--- src/rtl/window_averager_if.sv ---
// window_averager_if: sample taps, control and statistics bundle for the window averager
interface window_averager_if #(
    parameter int word_size = 8
);
    logic                 sample_valid;
    logic [word_size-1:0] cell_3;
    logic [word_size-1:0] cell_2;
    logic [word_size-1:0] cell_1;
    logic [word_size-1:0] cell_0;
    logic                 clear;
    logic [word_size-1:0] th_hi;
    logic [word_size-1:0] th_lo;
    logic [word_size+1:0] sum_out;
    logic [word_size-1:0] avg_out;
    logic                 avg_valid;
    logic [word_size-1:0] peak;
    logic [2:0]           fill_count;
    logic                 alarm;
    logic [1:0]           state;

    modport master (
        output sample_valid, cell_3, cell_2, cell_1, cell_0, clear, th_hi, th_lo,
        input  sum_out, avg_out, avg_valid, peak, fill_count, alarm, state
    );

    modport slave (
        input  sample_valid, cell_3, cell_2, cell_1, cell_0, clear, th_hi, th_lo,
        output sum_out, avg_out, avg_valid, peak, fill_count, alarm, state
    );
endinterface

--- src/rtl/window_averager.sv ---
// window_averager: 2-stage 4-sample window sum/rounded mean with peak tracking and hysteresis alarm
module window_averager #(
    parameter int word_size = 8
) (
    input  logic             clock,
    input  logic             reset,
    window_averager_if.slave bus
);
    typedef enum logic [1:0] {IDLE = 2'd0, NORMAL = 2'd1, ALARM = 2'd2} state_t;

    state_t               state, state_next;
    logic [word_size:0]   p_hi, p_lo;
    logic                 s1_valid;
    logic [2:0]           fill;
    logic [word_size+1:0] sum_next, sum_round;
    logic [word_size-1:0] avg_next;

    assign sum_next       = {1'b0, p_hi} + {1'b0, p_lo};
    assign sum_round      = sum_next + {{word_size{1'b0}}, 2'd2};
    assign avg_next       = sum_round[word_size+1:2];
    assign bus.fill_count = fill;
    assign bus.state      = state;
    assign bus.alarm      = state == ALARM;

    // Stage 1: pair-wise partial sums and window-fill tracking
    always_ff @(posedge clock or negedge reset) begin
        if (!reset) begin
            p_hi     <= '0;
            p_lo     <= '0;
            s1_valid <= 1'b0;
            fill     <= '0;
        end else if (bus.clear) begin
            s1_valid <= 1'b0;
            fill     <= '0;
        end else if (bus.sample_valid) begin
            p_hi     <= {1'b0, bus.cell_3} + {1'b0, bus.cell_2};
            p_lo     <= {1'b0, bus.cell_1} + {1'b0, bus.cell_0};
            s1_valid <= fill >= 3'd3;
            fill     <= (fill == 3'd4) ? 3'd4 : fill + 3'd1;
        end else begin
            s1_valid <= 1'b0;
        end
    end

    // Stage 2: full sum, rounded mean, strobe and running peak
    always_ff @(posedge clock or negedge reset) begin
        if (!reset) begin
            bus.sum_out   <= '0;
            bus.avg_out   <= '0;
            bus.avg_valid <= 1'b0;
            bus.peak      <= '0;
        end else if (bus.clear) begin
            bus.avg_valid <= 1'b0;
            bus.peak      <= '0;
        end else if (s1_valid) begin
            bus.sum_out   <= sum_next;
            bus.avg_out   <= avg_next;
            bus.avg_valid <= 1'b1;
            bus.peak      <= (avg_next > bus.peak) ? avg_next : bus.peak;
        end else begin
            bus.avg_valid <= 1'b0;
        end
    end

    // Alarm FSM state register
    always_ff @(posedge clock or negedge reset) begin
        if (!reset) state <= IDLE;
        else        state <= state_next;
    end

    // Alarm FSM next state: moves only when a new mean leaves stage 2
    always_comb begin
        state_next = state;
        if (bus.clear) begin
            state_next = IDLE;
        end else if (s1_valid) begin
            case (state)
                IDLE, NORMAL: state_next = (avg_next > bus.th_hi) ? ALARM : NORMAL;
                ALARM:        state_next = (avg_next < bus.th_lo) ? NORMAL : ALARM;
                default:      state_next = IDLE;
            endcase
        end
    end
endmodule

--- src/flat_wrapper.sv ---
// flat-port wrapper written by rule: the top's interface ports become plain ports
module window_averager_flat 
#(
    parameter int word_size = 8
)
  (clock, reset, bus_sample_valid, bus_cell_3, bus_cell_2, bus_cell_1, bus_cell_0, bus_clear, bus_th_hi, bus_th_lo, bus_sum_out, bus_avg_out, bus_avg_valid, bus_peak, bus_fill_count, bus_alarm, bus_state);
  window_averager_if #(.word_size(word_size)) bus_i ();
  input  logic clock;
  input  logic reset;
  input wire logic [$bits(bus_i.sample_valid)-1:0] bus_sample_valid;
  input wire logic [$bits(bus_i.cell_3)-1:0] bus_cell_3;
  input wire logic [$bits(bus_i.cell_2)-1:0] bus_cell_2;
  input wire logic [$bits(bus_i.cell_1)-1:0] bus_cell_1;
  input wire logic [$bits(bus_i.cell_0)-1:0] bus_cell_0;
  input wire logic [$bits(bus_i.clear)-1:0] bus_clear;
  input wire logic [$bits(bus_i.th_hi)-1:0] bus_th_hi;
  input wire logic [$bits(bus_i.th_lo)-1:0] bus_th_lo;
  output wire logic [$bits(bus_i.sum_out)-1:0] bus_sum_out;
  output wire logic [$bits(bus_i.avg_out)-1:0] bus_avg_out;
  output wire logic [$bits(bus_i.avg_valid)-1:0] bus_avg_valid;
  output wire logic [$bits(bus_i.peak)-1:0] bus_peak;
  output wire logic [$bits(bus_i.fill_count)-1:0] bus_fill_count;
  output wire logic [$bits(bus_i.alarm)-1:0] bus_alarm;
  output wire logic [$bits(bus_i.state)-1:0] bus_state;
  assign bus_i.sample_valid = bus_sample_valid;
  assign bus_i.cell_3 = bus_cell_3;
  assign bus_i.cell_2 = bus_cell_2;
  assign bus_i.cell_1 = bus_cell_1;
  assign bus_i.cell_0 = bus_cell_0;
  assign bus_i.clear = bus_clear;
  assign bus_i.th_hi = bus_th_hi;
  assign bus_i.th_lo = bus_th_lo;
  assign bus_sum_out = bus_i.sum_out;
  assign bus_avg_out = bus_i.avg_out;
  assign bus_avg_valid = bus_i.avg_valid;
  assign bus_peak = bus_i.peak;
  assign bus_fill_count = bus_i.fill_count;
  assign bus_alarm = bus_i.alarm;
  assign bus_state = bus_i.state;
  window_averager #(.word_size(word_size)) u_core (.clock(clock), .reset(reset), .bus(bus_i));
endmodule
--- config.mk ---
export PLATFORM = sky130hd
export DESIGN_NAME = window_averager_flat
export DESIGN_NICKNAME = d
export VERILOG_FILES = /design/src/rtl/window_averager_if.sv /design/src/rtl/window_averager.sv /design/src/flat_wrapper.sv
export SDC_FILE = /design/constraint.sdc
export NUM_CORES = 1
export LEC_CHECK = 0
export CAP_MARGIN = 20
export CELL_PAD_IN_SITES_DETAIL_PLACEMENT = 0
export CELL_PAD_IN_SITES_GLOBAL_PLACEMENT = 1
export CORE_ASPECT_RATIO = 1.2
export CORE_MARGIN = 5
export CORE_UTILIZATION = 41
export CTS_CLUSTER_SIZE = 24
export DETAILED_ROUTE_END_ITERATION = 8
export PLACE_DENSITY_LB_ADDON = 0.1
export SYNTH_ARGS = -nofsm -noshare
export SYNTH_HDL_FRONTEND = slang
export SYNTH_SLANG_ARGS = --single-unit
--- constraint.sdc ---
create_clock -name clock -period 6.1 [get_ports clock]
set_clock_uncertainty 0.1 [all_clocks]
set_input_delay 1.22 -clock clock [delete_from_list [all_inputs] [get_ports clock]]
set_output_delay 1.22 -clock clock [all_outputs]
set_load 0.05 [all_outputs]
### Word level (Yosys, flattened, before mapping)

Index checks and enable logic that the tools add are counted.

* register bits: 51
* input port bits: 52
* output and inout bits: 33
* word-level logic and storage cells: 45

* $add $sub $neg: 5
* $lt $le $gt $ge: 4
* equality and inequality tests: 3
* mux-type cells: 15
* bitwise logic cells: 1
* reduce and logical (&&, ||, !) cells: 8

Operators with widths (number)
* 2-to-1 mux 8 bit: 3
* adder 8 x 8 -> 9 bit: 2
* greater-than comparator 8 bit: 2
* adder 10 x 2 -> 10 bit, second input constant: 1
* adder 9 x 9 -> 10 bit: 1
* 2-to-1 mux 3 bit: 3
* less-than comparator 8 bit: 1
* 2-to-1 mux 2 bit: 4
* AND reduction 2 bit: 3
* nonzero test 2 bit: 3
* 2-to-1 mux 1 bit: 4
* one-hot mux 2 bit (2 select lines): 1
* adder 3 x 1 -> 3 bit, second input constant: 1
* equality test 3 bit, second input constant: 1
* greater-or-equal comparator 3 x 2 -> 1 bit, second input constant: 1
* equality test 2 x 1 -> 1 bit, second input constant: 1
* equality test 2 bit, second input constant: 1
* logical NOT 2 bit: 1
* OR reduction 2 bit: 1
* NOT 1 bit: 1

### Depth between registers and ports, before layout

Gate-level depths: netlist of run 1.

* word-level depth: 7
* depth in mapped cells: 18
* gate-level depth less buffers: 18

### Worst setup path before layout of run 1

OpenSTA, ideal clock, no wires.

* path type: register -> register
* start: reg u_core.p_lo[0]
* end: reg u_core.bus.peak[0]
* library setup time: 0.067 ns
* arrival time: 3.582 ns
* required time: 5.933 ns
* path slack: 2.351 ns
* stages on the path, launching flop included: 18
* path buffers: 0
* clock period less this slack: 3.749 ns
* path through: dfrtp_1 ha_1 inv_1 fa_1 nor2b_4 o2111ai_2 a31oi_2 xnor2_1 nor4_2 xnor2_1 inv_1 ha_1 nand4_1 a21oi_1 a2111oi_0 nor2_1 a21oi_2 a22o_1

* longest elaborated chain between the ends: 5
* elaborated cells between the ends (all ways): 8
* those cells by class: add/sub: 2; order compare: 1; mux: 3; reduce/logical: 2

RTL lines
* from (decl): line window_averager.sv:12 `logic [word_size:0] p_hi, p_lo;`
* from (signal assigned): line window_averager.sv:37 `p_lo <= {1'b0, bus.cell_1} + {1'b0, bus.cell_0};`
* adder 9 x 9 -> 10 bit: line window_averager.sv:18 `assign sum_next = {1'b0, p_hi} + {1'b0, p_lo};`
* adder 10 x 2 -> 10 bit: line window_averager.sv:19 `assign sum_round = sum_next + {{word_size{1'b0}}, 2'd2};`
* net u_core.sum_round[9]: line window_averager.sv:15 `logic [word_size+1:0] sum_next, sum_round;`
* greater-than comparator 8 bit: line window_averager.sv:59 `bus.peak <= (avg_next > bus.peak) ? avg_next : bus.peak;`
* nonzero test 2 bit (no line)
* AND reduction 2 bit (no line)
* to (signal assigned): line window_averager.sv:59
* to (decl): line window_averager_if.sv:28 `output sum_out, avg_out, avg_valid, peak, fill_count, alarm, state`

The timed path passes the listed nets, and every way through them passes these cells. The select of a mux whose other input is x is not followed.
A chain may end at the register's enable or synchronous reset.

### Worst setup path after layout of run 1

* start: reg u_core.p_lo[0]
* end: reg u_core.bus.peak[2]

The elaborated chain is that of the path after synthesis.

==> reports/results.ini, run 1 <==
[status]
status=completed

[clock_tree]
ctsHoldBuffers=0
ctsResizeCount=0
cts_inserted_buffers=5
clkTransAtPathRegs_ps=100
cts.sinks=51
root_buffer=clkbuf_8
cts_tree=built
h-tree-depth=2
cts_setup_buffers=0
clk_latency_ps=310
clockBufferDepth=2

[setup_path]
critical_path.top_delay_family=compound AO/OA/AOI/OAI gates
cp-startpoint=u_core.p_lo[0]$_DFFE_PN0P_
end_kind=register
path_cells=ha_1, inv_1, fa_1, nor2b_4, o21ai_0, a21oi_2, nand3_1, nor3_1, xor2_1, inv_1, ha_1, nand4_1, a21oi_1, a2111oi_0, nor2_1, a21oi_2, a22o_1
start_kind=register
arrival_ps=4470
critPathMaxStageDelay_ps=490
crit_fanout=8
crit_slowest_cell=a2111oi_0
critical_path_buf_inv_count=2
critPathKind=register to register
r2r-start=u_core.p_lo[0]$_DFFE_PN0P_
cp.required_ps=6250

[drt]
drt_wl_total_mm=8.22
wl_per_cell_um=13.4
ant_nets=0
post-route-drc-count=0
via_per_inst=5.02
num_vias=3065
first_pass_iters=4
drt_iter0_drc=92

[sta]
final_max_slew_viol_count=0
fmax_mhz=231
worstMarginPinSlew_ps=634
finalHoldViolCount=0
timing.final.crit_share_pct=70.9
finalCriticalPeriod_ps=4320
setup_viol=0
relSlewSlack_pct=57.5
fin_tns_setup_ps=0
rsz0062_at_grt=no

[floorplan]
die_w_um=96.4
fp-row-count=37
die-area_sq_um=11000
fp.dieH_um=114
ios=85
start_util_pct=42.4
coreArea_sq_um=8660

[placement]
place_hpwl_mm=6.77
port_buffers=84
gp_congestion=0.842

[pwr]
leakage_nw=2.26
power_density_nw_per_um2=364
peakVddDrop_mv=0.123
total_power_w=0.00172

[synth]
yosys-top-cells-area=dfrtp_1 35%, ha_1 18%, nand2_1 6.3%, inv_1 5.0%, o21ai_0 4.5%
yosys.area.top_type=dfrtp_1
ys_types=52
synth_enable_flop_cells=0
synthFlopType=dfrtp_1
ys_ff_latch=51
synth_most_common_cell=nand2_1
yosys_warnings=0
syn_area_per_cell_sq_um=9.03
syn_area_sq_um=3670
yosysSeqAreaShare_pct=34.7
syn-num-nets=514
ys_top_cells_by_count=62 x nand2_1, 52 x ha_1, 51 x dfrtp_1
syn-instance-count=407
async_flop_share_pct=100
yosysTopAreaCellShare_pct=34.7

[final_layout]
register_area_sq_um=1280
drive_gt1_share_pct=5.47
fill_cells=846
fin_nets=600
syn_to_final_growth_pct=29.0
antennaDiodeCount=0
multi_input_area_sq_um=2170

[global_routing]
track_usage_pct=16.0
grt_max_degree=52
met3_usage_pct=2.51
grt_pass1_wl_mm=14.0
top_usage_layer=met2
antenna_found_initial=0
met2_usage_pct=28.8
grt_use_met1_pct=19.0
grt_overflow=0
grt_pass1_vias=3110

[run]
drv_cap=0

[min_path]
min-delay-start=u_core.bus.avg_out[0]$_DFFE_PN0P_
hold_class=register to register

flip-flops by register name, indices dropped and copies added, names as in the netlist:
name	flops
u_core.bus.state	2
u_core.bus.fill_count	3
u_core.bus.sum_out	10
u_core.bus.peak	8
u_core.bus.avg_valid	1
u_core.p_hi	9
u_core.bus.avg_out	8
u_core.p_lo	9
u_core.s1_valid	1
worst register-to-register path, delay by kind of cell (launching register included):
kind            cells  cell delay (ps)
simple gates        5              780
fa+ha+maj           3              950
compound gates      6             1480
flops               1              380
buf+inv             2              220
xor+xnor            1              350
metrics by stage:
step,instances,util [%],hold slack [ps],instance area (sq um),worst slack [ps]
detailed placement,602,53.4,367,4630,1850
floorplan,407,-,350,3670,2350
CTS,610,54.6,390,4730,1790
finish,611,54.8,383,4740,1780
global route,611,54.8,414,4740,1360
global placement,602,53.4,359,4630,1900
power breakdown:
part | switching (W) | internal [W] | total (W)
logic | 0.000646 | 0.000415 | 0.00106
registers | 0.0000421 | 0.000409 | 0.000451
clock network | 0.000118 | 0.0000928 | 0.000211
logic make-up after synthesis:
family	after synthesis	share of synthesized area (%)
flip-flops	51	34.7
XOR/XNOR	23	5.69
buffers and inverters	58	6.33
adder cells (fa/ha/maj)	55	19.3
AO/OA/AOI/OAI	103	18.1
multiplexers	2	0.545
AND/OR/NAND/NOR	115	15.2
cell type report:
cell class | instances | share of cell area (%)
clock buffer | 6 | 1.74
clock inverter | 2 | 0.343
inverter | 50 | 3.96
multi-input combinational | 298 | 45.7
sequential | 51 | 26.9
tap | 117 | 3.09
timing repair buffer | 87 | 18.3
layout by cell type, fill, tap and decap left out, types with 5 or more instances in the layout:
cell	instances
a21o_1	11
a21oi_1	20
a22o_1	5
clkbuf_8	6
clkdlybuf4s50_1	83
dfrtp_1	51
ha_1	52
inv_1	49
nand2_1	62
nand2b_1	8
nand3_1	6
nand4_1	5
nor2_1	10
o21ai_0	33
xnor2_1	9
xor2_1	13
metal layers:
metal	part of all wire, %	vias to the layer above
met2	51	69
met5	0	-
li1	-	1573
met3	4.4	10
met4	1.9	0
met1	42	1413
final timing paths:
path | end | slack [ps] | cells past startpoint
setup / recovery | u_core.bus.peak[2]$_DFFE_PN0P_ | 1780 | 17
hold / removal | u_core.bus.avg_out[0]$_DFFE_PN0P_ | 380 | 2
setup reg to reg | u_core.bus.peak[2]$_DFFE_PN0P_ | 1780 | 17
hold reg to reg | u_core.bus.avg_out[0]$_DFFE_PN0P_ | 380 | 2
max in group asynchronous | u_core.bus.state[0]$_DFFE_PN0P_ | 4560 | 2
min in group asynchronous | u_core.bus.peak[4]$_DFFE_PN0P_ | 920 | 2
No activity file was read; power rests on OpenSTA's default activity.
==> inputs of run 2 (changes only) <==
Settings changed: CORE_UTILIZATION 41 to 38.
Clock period 6.1 ns to 4.2 ns, I/O delays scaled along.
==> run 2 against run 1 <==
- sequential cell count stayed put
- critical path depth is 2 lower
- first-iteration DRC count is 18% lower
- count of clock-buffer cells in the layout is 1 lower
- utilization is 3.1 points lower
- fmax is 11% higher
- sequential power is 46% higher
- register-to-register slack worse by 1500 ps
- largest power group unchanged
- via count is 0.59% lower
- die area is 7.1% higher
- power is 61% higher
- cell area is 3.8% higher
==> reports/results.ini, run 2 (same netlist as run 1, synthesis figures left out) <==
[setup_path]
path_cells=ha_1, a21o_1, a21oi_1, xnor2_1, nand3_2, nor2_2, xor2_2, inv_1, ha_1, a21o_1, a31oi_1, o21ai_1, a31o_1, or3b_1, a311oi_1
critPathKind=register to register
start_kind=register
crit_slowest_cell=xnor2_1
crit_fanout=6
critPathMaxStageDelay_ps=530
end_kind=register
arrival_ps=3990
cp.required_ps=4290

[final_layout]
syn_to_final_growth_pct=33.9
finalNonFillerCells=623
largest_reg_flops=10
drive_gt1_share_pct=8.60
top_regs=u_core.bus.sum_out x10, u_core.p_hi x9, u_core.p_lo x9
final_common_cell=clkdlybuf4s50_1
final_core_util_pct=51.7
top_register=u_core.bus.sum_out
final_cell_mix=83 x clkdlybuf4s50_1, 62 x nand2_1, 52 x ha_1, 51 x dfrtp_1, 48 x inv_1
fin_nets=607
antennaDiodeCount=0

[sta]
finalHoldViolCount=0
relSlewSlack_pct=49.7
worstMarginPinSlew_ps=754
fmax_mhz=256
timing.final.crit_share_pct=92.9
rsz0062_at_grt=no
holdWs_ps=282
finalCriticalPeriod_ps=3900
setup_viol=0
final_max_slew_viol_count=0
fin_tns_setup_ps=0

[floorplan]
ios=85
start_util_pct=38.6
fp.dieH_um=118
die_w_um=99.8
fp-row-count=39
coreArea_sq_um=9520
die-area_sq_um=11700

[status]
status=completed

[drt]
drt_iter0_drc=75
num_vias=3047
first_pass_iters=4
wl_per_cell_um=13.8
drt_wl_total_mm=8.62
ant_nets=0
via_per_inst=4.89
post-route-drc-count=0

[pwr]
total_power_w=0.00278
peakVddDrop_mv=0.224
leakage_nw=2.33
power_density_nw_per_um2=566

[placement]
port_buffers=84
gp_congestion=0.801
numPlacedInstances=615
place_hpwl_mm=7.10

[clock_tree]
cts_inserted_buffers=5
root_buffer=clkbuf_16
clkTransAtPathRegs_ps=70
clockBufferDepth=2
cts_tree=built
cts.sinks=51
clk_latency_ps=290
h-tree-depth=2

[global_routing]
grt_max_degree=47
grt_pass1_vias=3069
grt_overflow=0
antenna_found_initial=0
track_usage_pct=14.9
grt_pass1_wl_mm=14.3

[min_path]
hold_class=primary input to async pin

[run]
drv_cap=0

[run 2: cell types whose count changed in the layout (fill, tap and decap cells not counted), moves of 2 or more]
cell       delta
nor3_1        -2
buf_4         +8
nor3_2        +2
clkbuf_8      -6
clkbuf_16     +5
[run 2: layout make-up]
class                           instances  area [sq um]
Clock inverter                          2          37.5
Sequential cell                        51          1280
Clock buffer                            5           125
Tap cell                              123           154
Inverter                               50           188
Multi-Input combinational cell        298          2230
Fill cell                             914          4600
Timing Repair Buffer                   94           911
[run 2: power breakdown]
group	switching, W	internal [W]
logic	0.000993	0.000672
clock network	0.000180	0.000278
registers	0.0000652	0.000595
total	0.00124	0.00154
[run 2: final timing paths]
path | start | slack (ps) | to | cells past startpoint
worst max-delay path | u_core.p_hi[1]$_DFFE_PN0P_ | 300 | u_core.bus.state[0]$_DFFE_PN0P_ | 15
worst min-delay path | reset | 280 | u_core.bus.fill_count[2]$_DFFE_PN0P_ | 1
worst max register to register | u_core.p_hi[1]$_DFFE_PN0P_ | 300 | u_core.bus.state[0]$_DFFE_PN0P_ | 15
worst min register to register | u_core.bus.sum_out[3]$_DFFE_PN0P_ | 370 | u_core.bus.sum_out[3]$_DFFE_PN0P_ | 2
max in group asynchronous | reset | 2910 | u_core.p_hi[3]$_DFFE_PN0P_ | 2
min in group clock | u_core.bus.sum_out[3]$_DFFE_PN0P_ | 370 | u_core.bus.sum_out[3]$_DFFE_PN0P_ | 2
[run 2: metal layers]
metal	vias to the layer above	track usage (%)	part of all wire [%]
met2	69	26.8	51
met5	-	0	0
met4	0	4.36	1.7
met3	9	2.25	3.8
met1	1387	18.0	43
li1	1582	-	-
[run 2: stage by stage]
step,instance area [sq um],setup WS (ps)
floorplan,3670,451
global placement,4690,133
detailed placement,4690,-23.7
CTS,4850,25.4
finish,4920,298
global route,4920,5.11
[run 2: critical path, delay by kind of cell (launching register included)]
family / cells / cell delay [ps]
DFF: 1 / 410
AOI/OAI and AO/OA: 7 / 1080
and+or+nand+nor: 3 / 740
adders and majority gates: 2 / 630
xor gates and xnor gates: 2 / 710
buffers and inverters: 1 / 120
[run 2: repair_timing]
item / in CTS / in global routing
buffers inserted: 0 / 1
gates resized for setup: 1 / 12
pin swaps: 0 / 4
endpoints found under the setup margin: 8 / 10
hold buffers: 0 / 0
